==> src/rtl/key_word_window.sv <==
// NK-word sliding window over the AES key schedule: holds w[i-NK]..w[i-1], word index, phase and Rcon.
// Optional feature KEY_RELOAD_EN: a reload input restarts expansion from a shadow copy of the last loaded key.
module key_word_window #(
  parameter int NK     = 4,
  parameter int WORD_W = 32
) (
  input  logic                 clk,
  input  logic                 reset_n,
  input  logic                 ld,
  input  logic [NK*WORD_W-1:0] key,
  input  logic                 wr_en,
  input  logic [WORD_W-1:0]    word_in,
`ifdef KEY_RELOAD_EN
  input  logic                 reload,
`endif
  output logic [WORD_W-1:0]    word_0,
  output logic [WORD_W-1:0]    word_last,
  output logic [5:0]           word_idx,
  output logic                 sub_req,
  output logic                 sub_only,
  output logic [7:0]           rcon,
  output logic                 busy,
  output logic                 done
);

  localparam int         TOTAL      = 4 * (NK + 7);
  localparam logic [5:0] LAST_IDX   = 6'(TOTAL - 1);
  localparam logic [5:0] FIRST_IDX  = 6'(NK);
  localparam logic [2:0] LAST_PHASE = 3'(NK - 1);

  generate
    if (NK != 4 && NK != 6 && NK != 8) begin : g_bad_nk
      $error("key_word_window: NK must be 4, 6 or 8");
    end
  endgenerate

  typedef enum logic [1:0] {
    IDLE,
    RUN,
    DONE
  } state_t;

  state_t state;
  state_t state_next;

  logic [WORD_W-1:0]    window [NK];
  logic [5:0]           idx;
  logic [2:0]           phase;
  logic [7:0]           rcon_q;
  logic                 start;
  logic                 shift;
  logic [NK*WORD_W-1:0] start_key;

  function automatic logic [7:0] xtime(input logic [7:0] b);
    return {b[6:0], 1'b0} ^ (b[7] ? 8'h1b : 8'h00);
  endfunction

`ifdef KEY_RELOAD_EN
  logic [NK*WORD_W-1:0] shadow_key;

  always_ff @(posedge clk or negedge reset_n) begin
    if (!reset_n) begin
      shadow_key <= '0;
    end else if (ld) begin
      shadow_key <= key;
    end
  end
`endif

  // A load (or reload) restarts the schedule from any state and takes precedence over a write.
  always_comb begin
    start      = ld;
    start_key  = key;
    shift      = 1'b0;
    state_next = state;
`ifdef KEY_RELOAD_EN
    if (!ld && reload) begin
      start     = 1'b1;
      start_key = shadow_key;
    end
`endif
    if (start) begin
      state_next = RUN;
    end else if (state == RUN && wr_en) begin
      shift = 1'b1;
      if (idx == LAST_IDX) begin
        state_next = DONE;
      end
    end
  end

  always_ff @(posedge clk or negedge reset_n) begin
    if (!reset_n) begin
      state <= IDLE;
    end else begin
      state <= state_next;
    end
  end

  // window[0] is the oldest word; the key MSW lands there so it becomes w[0].
  always_ff @(posedge clk or negedge reset_n) begin
    if (!reset_n) begin
      for (int j = 0; j < NK; j++) begin
        window[j] <= '0;
      end
      idx    <= '0;
      phase  <= '0;
      rcon_q <= '0;
    end else if (start) begin
      for (int j = 0; j < NK; j++) begin
        window[j] <= start_key[(NK-1-j)*WORD_W +: WORD_W];
      end
      idx    <= FIRST_IDX;
      phase  <= '0;
      rcon_q <= 8'h01;
    end else if (shift) begin
      for (int j = 0; j < NK - 1; j++) begin
        window[j] <= window[j+1];
      end
      window[NK-1] <= word_in;
      idx          <= idx + 6'd1;
      phase        <= (phase == LAST_PHASE) ? 3'd0 : phase + 3'd1;
      if (phase == 3'd0) begin
        rcon_q <= xtime(rcon_q);
      end
    end
  end

  assign word_0    = window[0];
  assign word_last = window[NK-1];
  assign word_idx  = idx;
  assign rcon      = rcon_q;
  assign busy      = (state == RUN);
  assign done      = (state == DONE);
  assign sub_req   = busy && (phase == 3'd0);
  assign sub_only  = (NK == 8) && busy && (phase == 3'd4);

endmodule
==> config.mk <==
export PLATFORM = sky130hd
export DESIGN_NAME = key_word_window
export DESIGN_NICKNAME = d
export VERILOG_FILES = /design/src/rtl/key_word_window.sv
export SDC_FILE = /design/constraint.sdc
export NUM_CORES = 1
export LEC_CHECK = 0
export ABC_AREA = 1
export CORE_MARGIN = 5
export CORE_UTILIZATION = 65
export DETAILED_ROUTE_END_ITERATION = 7
export DONT_BUFFER_PORTS = 1
export PLACE_DENSITY = 0.87
export SLEW_MARGIN = 20
export SYNTH_ARGS = -nofsm -noshare
export SYNTH_HDL_FRONTEND = slang
export SYNTH_SLANG_ARGS = --single-unit
==> constraint.sdc <==
create_clock -name clk -period 3 [get_ports clk]
set_input_delay 0.6 -clock clk [delete_from_list [all_inputs] [get_ports clk]]
set_output_delay 0.6 -clock clk [all_outputs]
set_load 0.02 [all_outputs]
==> results of run 1 <==
-- Yosys cell counts, drive strengths merged --
cell type / count
inv: 13
buf: 93
nand2: 255
nor2: 26
dfrtp: 147
nand3: 207
a21oi: 4
o21ai: 40
nand4: 3
clkbuf: 27
mux2i: 27
xor2: 2
nor3b: 1
conb: 1
ha: 3
-- per-stage QoR --
stage	hold WS, ns	instance area, sq um	worst slack [ns]
final	-0.218	7320	0.794
after CTS	-0.254	7320	0.758
after global routing	-0.262	7320	0.687
after detailed placement	0.308	6650	0.847
after global placement	0.309	6650	0.931
after floorplan	0.304	7210	1.47
-- worst max-delay path, stage by stage (launching register included) --
cell and delay [ns]:
dfrtp_1 0.39, inv_1 0.11, ha_1 0.16, nand2_1 0.11, nor2_1 0.33
-- worst paths after layout --
kind | to | slack [ns] | cells after the start
max in group asynchronous | window[66] | 3.01 | 0
setup reg to reg | word_last[28] | 0.93 | 6
setup / recovery | sub_req | 0.79 | 4
min in group clk | word_idx[0] | 0.19 | 1
hold reg to reg | window[92] | 0.48 | 2
hold / removal | word_0[21] | -0.22 | 0
-- power breakdown --
part	switching, mW	total (mW)	internal, mW
clock network	0.774	2.38	1.60
logic	0.212	0.354	0.141
registers	0.292	2.47	2.18
-- routing by layer --
metal	part of all wire	track usage	vias up	wire [um]
met3	0.097	0.0758	18	1670
met5	0	0	-	0
li1	-	-	2539	-
met4	0.0086	0.0657	0	148
met2	0.49	0.410	305	8500
met1	0.40	0.361	2627	6970
-- kinds of logic after synthesis --
family	synth area share
DFF	0.510
muxes	0.0375
xor gates and xnor gates	0.00243
and+or+nand+nor	0.297
buffers and inverters	0.116
other	0.000520
AOI/OAI and AO/OA	0.0306
adders and majority gates	0.00521
-- registers in the layout, summed over array words and instances, names as in the netlist --
signal and count:
state 2, phase 3, window 64, rcon 8, word_last 32, word_0 32, word_idx 6
-- placed cells by master, fill, tap and decap left out --
| cell type | count |
|---|---|
| inv_4 | 2 |
| nor2_2 | 1 |
| xor2_1 | 2 |
| o21ai_0 | 40 |
| buf_4 | 2 |
| nand4_1 | 3 |
| nand2_4 | 1 |
| dfrtp_1 | 147 |
| ha_1 | 3 |
| a21oi_1 | 4 |
| conb_1 | 1 |
| inv_6 | 1 |
| buf_12 | 2 |
| nand3_4 | 1 |
| clkinv_2 | 1 |
| nor3b_1 | 1 |
| nor2_1 | 25 |
| clkbuf_16 | 16 |
| inv_1 | 10 |
| clkbuf_1 | 1 |
| nand3_1 | 206 |
| bufinv_16 | 6 |
| clkbuf_8 | 5 |
| clkinvlp_4 | 1 |
| mux2i_1 | 27 |
| nand2_1 | 254 |
-- area by class of cell --
class | count | share of cell area
clock buffers | 22 | 0.0646
clock inverters | 8 | 0.0268
inverters | 13 | 0.00752
multi-input cells | 569 | 0.367
flip-flops and latches | 147 | 0.502
well taps | 140 | 0.0239
repair buffers | 4 | 0.00752
==> flow_summary.toml, run 1 <==
[placed_design]
numPortBuffers = 0
gp_congestion = 0.861
dpl.hpwl_um = 11700
dp.cells = 873

[sta]
worstMarginPinSlew_ns = 0.935
setup_tns_ns = 0
finalHoldViolCount = 147
fmax_mhz = 453
finalSetupViolCount = 0
holdWs_ns = -0.218
finalClockSkew_ns = 0.0106
period_needed_ns = 2.21
fin_crit_sh = 0.735
drv_slew = 0
relSlewSlack = 0.377
rsz0062_at_grt = "no"

[final_layout]
fillers = 847
antenna_cells = 0
syn2layout_area_growth_pct = 1.60
drive_gt1_frac = 0.0511
register_area_sq_um = 3680
multiInputGateArea_sq_um = 2690
final_util = 0.675
fin_nets = 919
layoutNonFillerInstCount = 903

[setup_path]
crit_fanout = 3
crit_arrival_ns = 1.61
endpoint_kind = "output port"
r2r_start = "state[0]"
start_kind = "flop"
cp-startpoint = "phase[0]"
cp.required_ns = 2.40
crit_type = "reg -> out"

[clocking]
cts_tree = "done"
clockBufferDepth = 2
cts.sinks = 147
cts_resized = 0
clkLatencyLatePin_ns = 0.51
clkTransAtPathRegs_ns = 0.06
root_buffer = "clkbuf_8"
cts_setup_buffers = 0
cts_made_buffers = 17
htree_levels = 4

[outcome]
outcome = "complete, but fails checks"
violations = "negative hold slack"

[logic_synthesis]
seq_area_frac_synth = 0.510
synthCells = 849
yosysWarningCount = 0
syn_area_sq_um = 7210
synth_cell_types = 23
synth_seq_cells = 147
synth_top_area_cell = "dfrtp_1"
synth.net_count = 1016
avgSynthCellArea_sq_um = 8.49
synth_area_leaders = "dfrtp_1, nand3_1, nand2_1, buf_4, mux2i_1"
yosysTopAreaCellShare = 0.510

[global_routing]
grt_pass1_vias = 5228
grt_start_max_net_pins = 148
grtUsageTotal = 0.261
antenna_found_initial = 0
overflow = 0
grt_pass1_wl_um = 27200

[drt]
num_vias = 5489
drc = 0
drt_pre_antenna_iters = 6
postRouteWirelength_um = 17300
first_iter_violations = 720
ant_nets = 0
wire_per_inst_um = 19.1
viasPerCell = 6.08

[floorplanning]
die_w_um = 115
start_util = 0.665
num_rows = 38
dieArea_sq_um = 13300
die_y_um = 115
ios = 246
core-area_sq_um = 10800

[worst_hold_path]
hold_class = "in -> async"

[power]
p_leak_nw = 3.47
total_power_mw = 5.20
power_density_nw_per_um2 = 710
peakVddDrop_uv = 389

[run]
maxCapViolCount = 0
No activity file was read; power rests on OpenSTA's default activity.
==> run 2, diff against run 1 <==
--- a/config.mk
+++ b/config.mk
@@ -7,10 +7,10 @@
 export LEC_CHECK = 0
 export ABC_AREA = 1
 export CORE_MARGIN = 5
-export CORE_UTILIZATION = 65
+export CORE_UTILIZATION = 64
 export DETAILED_ROUTE_END_ITERATION = 7
 export DONT_BUFFER_PORTS = 1
-export PLACE_DENSITY = 0.87
+export PLACE_DENSITY = 0.86
 export SLEW_MARGIN = 20
 export SYNTH_ARGS = -nofsm -noshare
 export SYNTH_HDL_FRONTEND = slang
==> constraint.sdc (replaced) <==
create_clock -name clk -period 2.1 [get_ports clk]
set_input_delay 0.42 -clock clk [delete_from_list [all_inputs] [get_ports clk]]
set_output_delay 0.42 -clock clk [all_outputs]
set_load 0.02 [all_outputs]
==> run 2 against run 1 <==
Effect of this change:
- first-iteration DRC count shrank 20%
- worst hold slack lost 0.079 ns
- wire length increased by 1.7%
- count of clock-buffer cells in the layout unchanged
- setup slack lost 0.58 ns
- utilization is 0.32 points lower
- the flow still finishes with violations (negative hold slack)
- total power increased by 38%
- flip-flop and latch count unchanged
- critical path type unchanged
- combinational power up 49%
==> flow_summary.toml, run 2 (same netlist as run 1, synthesis figures left out) <==
[outcome]
outcome = "complete, but fails checks"
violations = "negative hold slack"

[drt]
postRouteWirelength_um = 17600
first_iter_violations = 575
drt_pre_antenna_iters = 6
viasPerCell = 6.07
ant_nets = 0
drc = 0
wire_per_inst_um = 19.4
num_vias = 5504

[sta]
rsz0062_at_grt = "no"
setup_tns_ns = 0
fmax_mhz = 530
holdWs_ns = -0.298
drv_slew = 0
finalClockSkew_ns = 0.00596
setup_ws_ns = 0.213
finalHoldViolCount = 147
fin_crit_sh = 0.899
relSlewSlack = 0.661
finalSetupViolCount = 0
worstMarginPinSlew_ns = 0.509
period_needed_ns = 1.89

[placed_design]
gp_congestion = 0.872
dpl-instance-area_sq_um = 6730
dpl.hpwl_um = 12200
numPortBuffers = 0
pre_cts_slack_ns = 0.541

[global_routing]
grt_pass1_wl_um = 27100
grtUsageTotal = 0.260
antenna_found_initial = 1
grt_start_max_net_pins = 148
overflow = 0
grt_pass1_vias = 5398

[power]
p_leak_nw = 3.48
power_density_nw_per_um2 = 978
peakVddDrop_uv = 505

[clocking]
cts_made_buffers = 17
cts_resized = 0
clkLatencyLatePin_ns = 0.41
root_buffer = "clkbuf_16"
htree_levels = 4
clockBufferDepth = 2
cts_tree = "done"
cts.sinks = 147
clkTransAtPathRegs_ns = 0.06

[final_layout]
finalInstanceArea_sq_um = 7350
top_register = "window"
largest_reg_flops = 64
syn2layout_area_growth_pct = 2.00
fin_nets = 923
drive_gt1_frac = 0.0574
antenna_cells = 0
final_cell_mix = "nand2_1, nand3_1, dfrtp_1"
final_common_cell = "nand2_1"

[setup_path]
start_kind = "flop"
r2r_end = "state[0]"
ff2ff_path_depth = 7
endpoint_kind = "output port"
r2r_start = "state[1]"
crit_type = "reg -> out"
cp.required_ns = 1.68
rrSetupSlack_ns = 0.51
crit_fanout = 3
cp-startpoint = "phase[0]"
crit_arrival_ns = 1.47

[floorplanning]
num_rows = 38
die_y_um = 116
dieArea_sq_um = 13500
start_util = 0.659
ios = 246
die_w_um = 116
core-area_sq_um = 10900

[worst_hold_path]
hold_class = "in -> async"

[run]
maxCapViolCount = 0
-- run 2: worst max-delay path by stage --
stage | slack, ns | end
after global routing | 0.13 | sub_req
after detailed placement | 0.54 | state[0]
after floorplan | 0.75 | sub_req
after CTS | 0.20 | sub_req
after global placement | 0.61 | word_idx[2]
final | 0.21 | sub_req
-- run 2: timing repair --
action | 4_1_cts | 5_1_grt
buffers inserted | 0 | 0
endpoints found under the hold margin | 147 | 147
endpoints found under the setup margin | 0 | 0
-- run 2: metal layers --
metal | global-route usage | vias to the layer above | routed length [um]
met5 | 0 | - | 18
met4 | 0.117 | 2 | 527
met3 | 0.0725 | 54 | 1600
met2 | 0.410 | 323 | 8480
met1 | 0.339 | 2569 | 6960
li1 | - | 2556 | -
-- run 2: layout make-up --
cell class | count | area, sq um
sequential | 147 | 3680
fill | 891 | 3580
multi-input combinational | 569 | 2690
clock buffer | 22 | 494
tap | 140 | 175
timing repair buffer | 8 | 135
clock inverter | 8 | 124
inverter | 13 | 55.1
-- run 2: where the power goes --
part	internal [mW]	switching [mW]
Clock	2.01	1.12
Combinational	0.217	0.309
Sequential	3.11	0.418
-- run 2: stage by stage --
| stage | utilization | power, mW | cells | hold slack [ns] |
|---|---|---|---|---|
| 2_1_floorplan | - | 4.14 | 849 | 0.124 |
| 3_3_place_gp | 0.616 | 4.05 | 877 | 0.129 |
| 3_5_place_dp | 0.616 | 4.10 | 877 | 0.128 |
| 4_1_cts | 0.672 | 7.22 | 907 | -0.313 |
| 5_1_grt | 0.672 | 7.45 | 907 | -0.319 |
| 6_report | 0.672 | 7.19 | 907 | -0.298 |
-- run 2: critical path, stage by stage (launching register included) --
cell     delay [ns]
dfrtp_1        0.38
inv_1          0.10
ha_1           0.15
nand2_1        0.09
nor2_1         0.34
==> run 3, diff against run 2 <==
--- a/config.mk
+++ b/config.mk
@@ -6,10 +6,12 @@
 export NUM_CORES = 1
 export LEC_CHECK = 0
 export ABC_AREA = 1
+export CORE_ASPECT_RATIO = 0.5
 export CORE_MARGIN = 5
 export CORE_UTILIZATION = 64
 export DETAILED_ROUTE_END_ITERATION = 7
 export DONT_BUFFER_PORTS = 1
+export HOLD_SLACK_MARGIN = 0.03
 export PLACE_DENSITY = 0.86
 export SLEW_MARGIN = 20
 export SYNTH_ARGS = -nofsm -noshare
==> run 3 against run 2 <==
Effect of this change:
- the run still ends with negative hold slack left
- global-route usage about the same
- non-clock buffer count did not move
- fmax shrank 1.3%
- first-iteration DRC count rose by 6.8%
- flip-flop and latch count did not move
- design area increased by 0.14%
- register-to-register slack barely moved
- clock skew increased by 0.0038 ns
- die area grew 0.96%
- largest power group unchanged
==> flow_summary.toml, run 3 (same netlist as run 1, synthesis figures left out) <==
[outcome]
outcome = "complete, but fails checks"
violations = "negative hold slack"

[global_routing]
grt_start_max_net_pins = 148
grt_pass1_vias = 5107
antenna_found_initial = 0
grtUsageTotal = 0.260
overflow = 0
grt_pass1_wl_um = 27800

[floorplanning]
core-area_sq_um = 11000
start_util = 0.654
die_w_um = 160
die_y_um = 85.0
dieArea_sq_um = 13600
num_rows = 27
ios = 246

[drt]
first_iter_violations = 614
wire_per_inst_um = 19.7
viasPerCell = 5.94
drt_pre_antenna_iters = 5
ant_nets = 0
postRouteWirelength_um = 18000
drc = 0
num_vias = 5418

[final_layout]
fillers = 919
antenna_cells = 0
register_area_sq_um = 3680
fin_nets = 923
final_common_cell = "nand2_1"
syn2layout_area_growth_pct = 2.14
final_cell_mix = "nand2_1, nand3_1, dfrtp_1"
largest_reg_flops = 64
top_register = "window"
drive_gt1_frac = 0.0561
multiInputGateArea_sq_um = 2690

[power]
peakVddDrop_uv = 555
p_seq_frac = 0.480
switching_share = 0.253
power_density_nw_per_um2 = 1000
total_power_mw = 7.38
p_leak_nw = 3.49
pwr-share-clk = 0.449
p_sw_mw = 1.87
pwr-share-comb = 0.071
p_int_mw = 5.51

[sta]
fmax_mhz = 523
finalSetupViolCount = 0
finalClockSkew_ns = 0.00971
fin_crit_sh = 0.910
relSlewSlack = 0.657
worstMarginPinSlew_ns = 0.514
holdWs_ns = -0.291
drv_slew = 0
setup_tns_ns = 0
finalHoldViolCount = 147
period_needed_ns = 1.91
rsz0062_at_grt = "no"

[worst_hold_path]
hold_class = "in -> async"

[setup_path]
cp.required_ns = 1.68
crit_type = "reg -> out"
crit_arrival_ns = 1.49
rrSetupSlack_ns = 0.52
start_kind = "flop"
endpoint_kind = "output port"
crit_fanout = 2

[clocking]
clockBufferDepth = 2
cts_resized = 0
clkTransAtPathRegs_ns = 0.06
cts_setup_buffers = 0
root_buffer = "clkbuf_16"
htree_levels = 4
cts_tree = "done"
cts_made_buffers = 17
cts.sinks = 147
clkLatencyLatePin_ns = 0.40

[placed_design]
gp_congestion = 0.834
dpl.hpwl_um = 12500
numPortBuffers = 0

[run]
maxCapViolCount = 0
[run 3: path summary, 6_finish.rpt]
kind                       startpoint    endpoint  cells past startpoint
hold / removal                reset_n    state[0]                      0
max in group asynchronous     reset_n  window[79]                      0
min in group clk                   ld     rcon[0]                      2
setup reg to reg             phase[1]     rcon[1]                      7
hold reg to reg            window[62]  window[62]                      2
setup / recovery             phase[1]     sub_req                      4
[run 3: power groups by stage]
stage               sequential (mW)  clock [mW]  combinational, mW
floorplan                      3.30           0              0.842
global placement               3.58           0              0.492
detailed placement             3.59           0              0.523
CTS                            3.54        3.36              0.526
global route                   3.57        3.52              0.598
finish                         3.54        3.32              0.521
[run 3: cell type report]
cell class | count | area share
well taps | 145 | 0.0246
flip-flops and latches | 147 | 0.500
inverters | 13 | 0.00748
multi-input cells | 569 | 0.365
clock buffers | 21 | 0.0639
clock inverters | 9 | 0.0240
repair buffers | 8 | 0.0150
[run 3: worst max-delay path, cell delays in order (launching register included)]
cell,delay (ns)
dfrtp_1,0.40
inv_1,0.10
ha_1,0.15
nand2_1,0.11
nor2_1,0.33
[run 3: per-stage QoR]
| step | cells | area, sq um | worst slack (ns) | utilization |
|---|---|---|---|---|
| 2_1_floorplan | 849 | 7210 | 0.752 | - |
| 3_3_place_gp | 882 | 6710 | 0.591 | 0.610 |
| 3_5_place_dp | 882 | 6710 | 0.504 | 0.610 |
| 4_1_cts | 912 | 7360 | 0.165 | 0.668 |
| 5_1_grt | 912 | 7360 | 0.110 | 0.668 |
| 6_report | 912 | 7360 | 0.189 | 0.668 |
[run 3: per-layer routing]
| layer | part of all wire | global-route usage |
|---|---|---|
| met2 | 0.47 | 0.397 |
| met4 | 0.0092 | 0.0656 |
| met3 | 0.095 | 0.0830 |
| met1 | 0.43 | 0.367 |
| met5 | 0 | 0 |
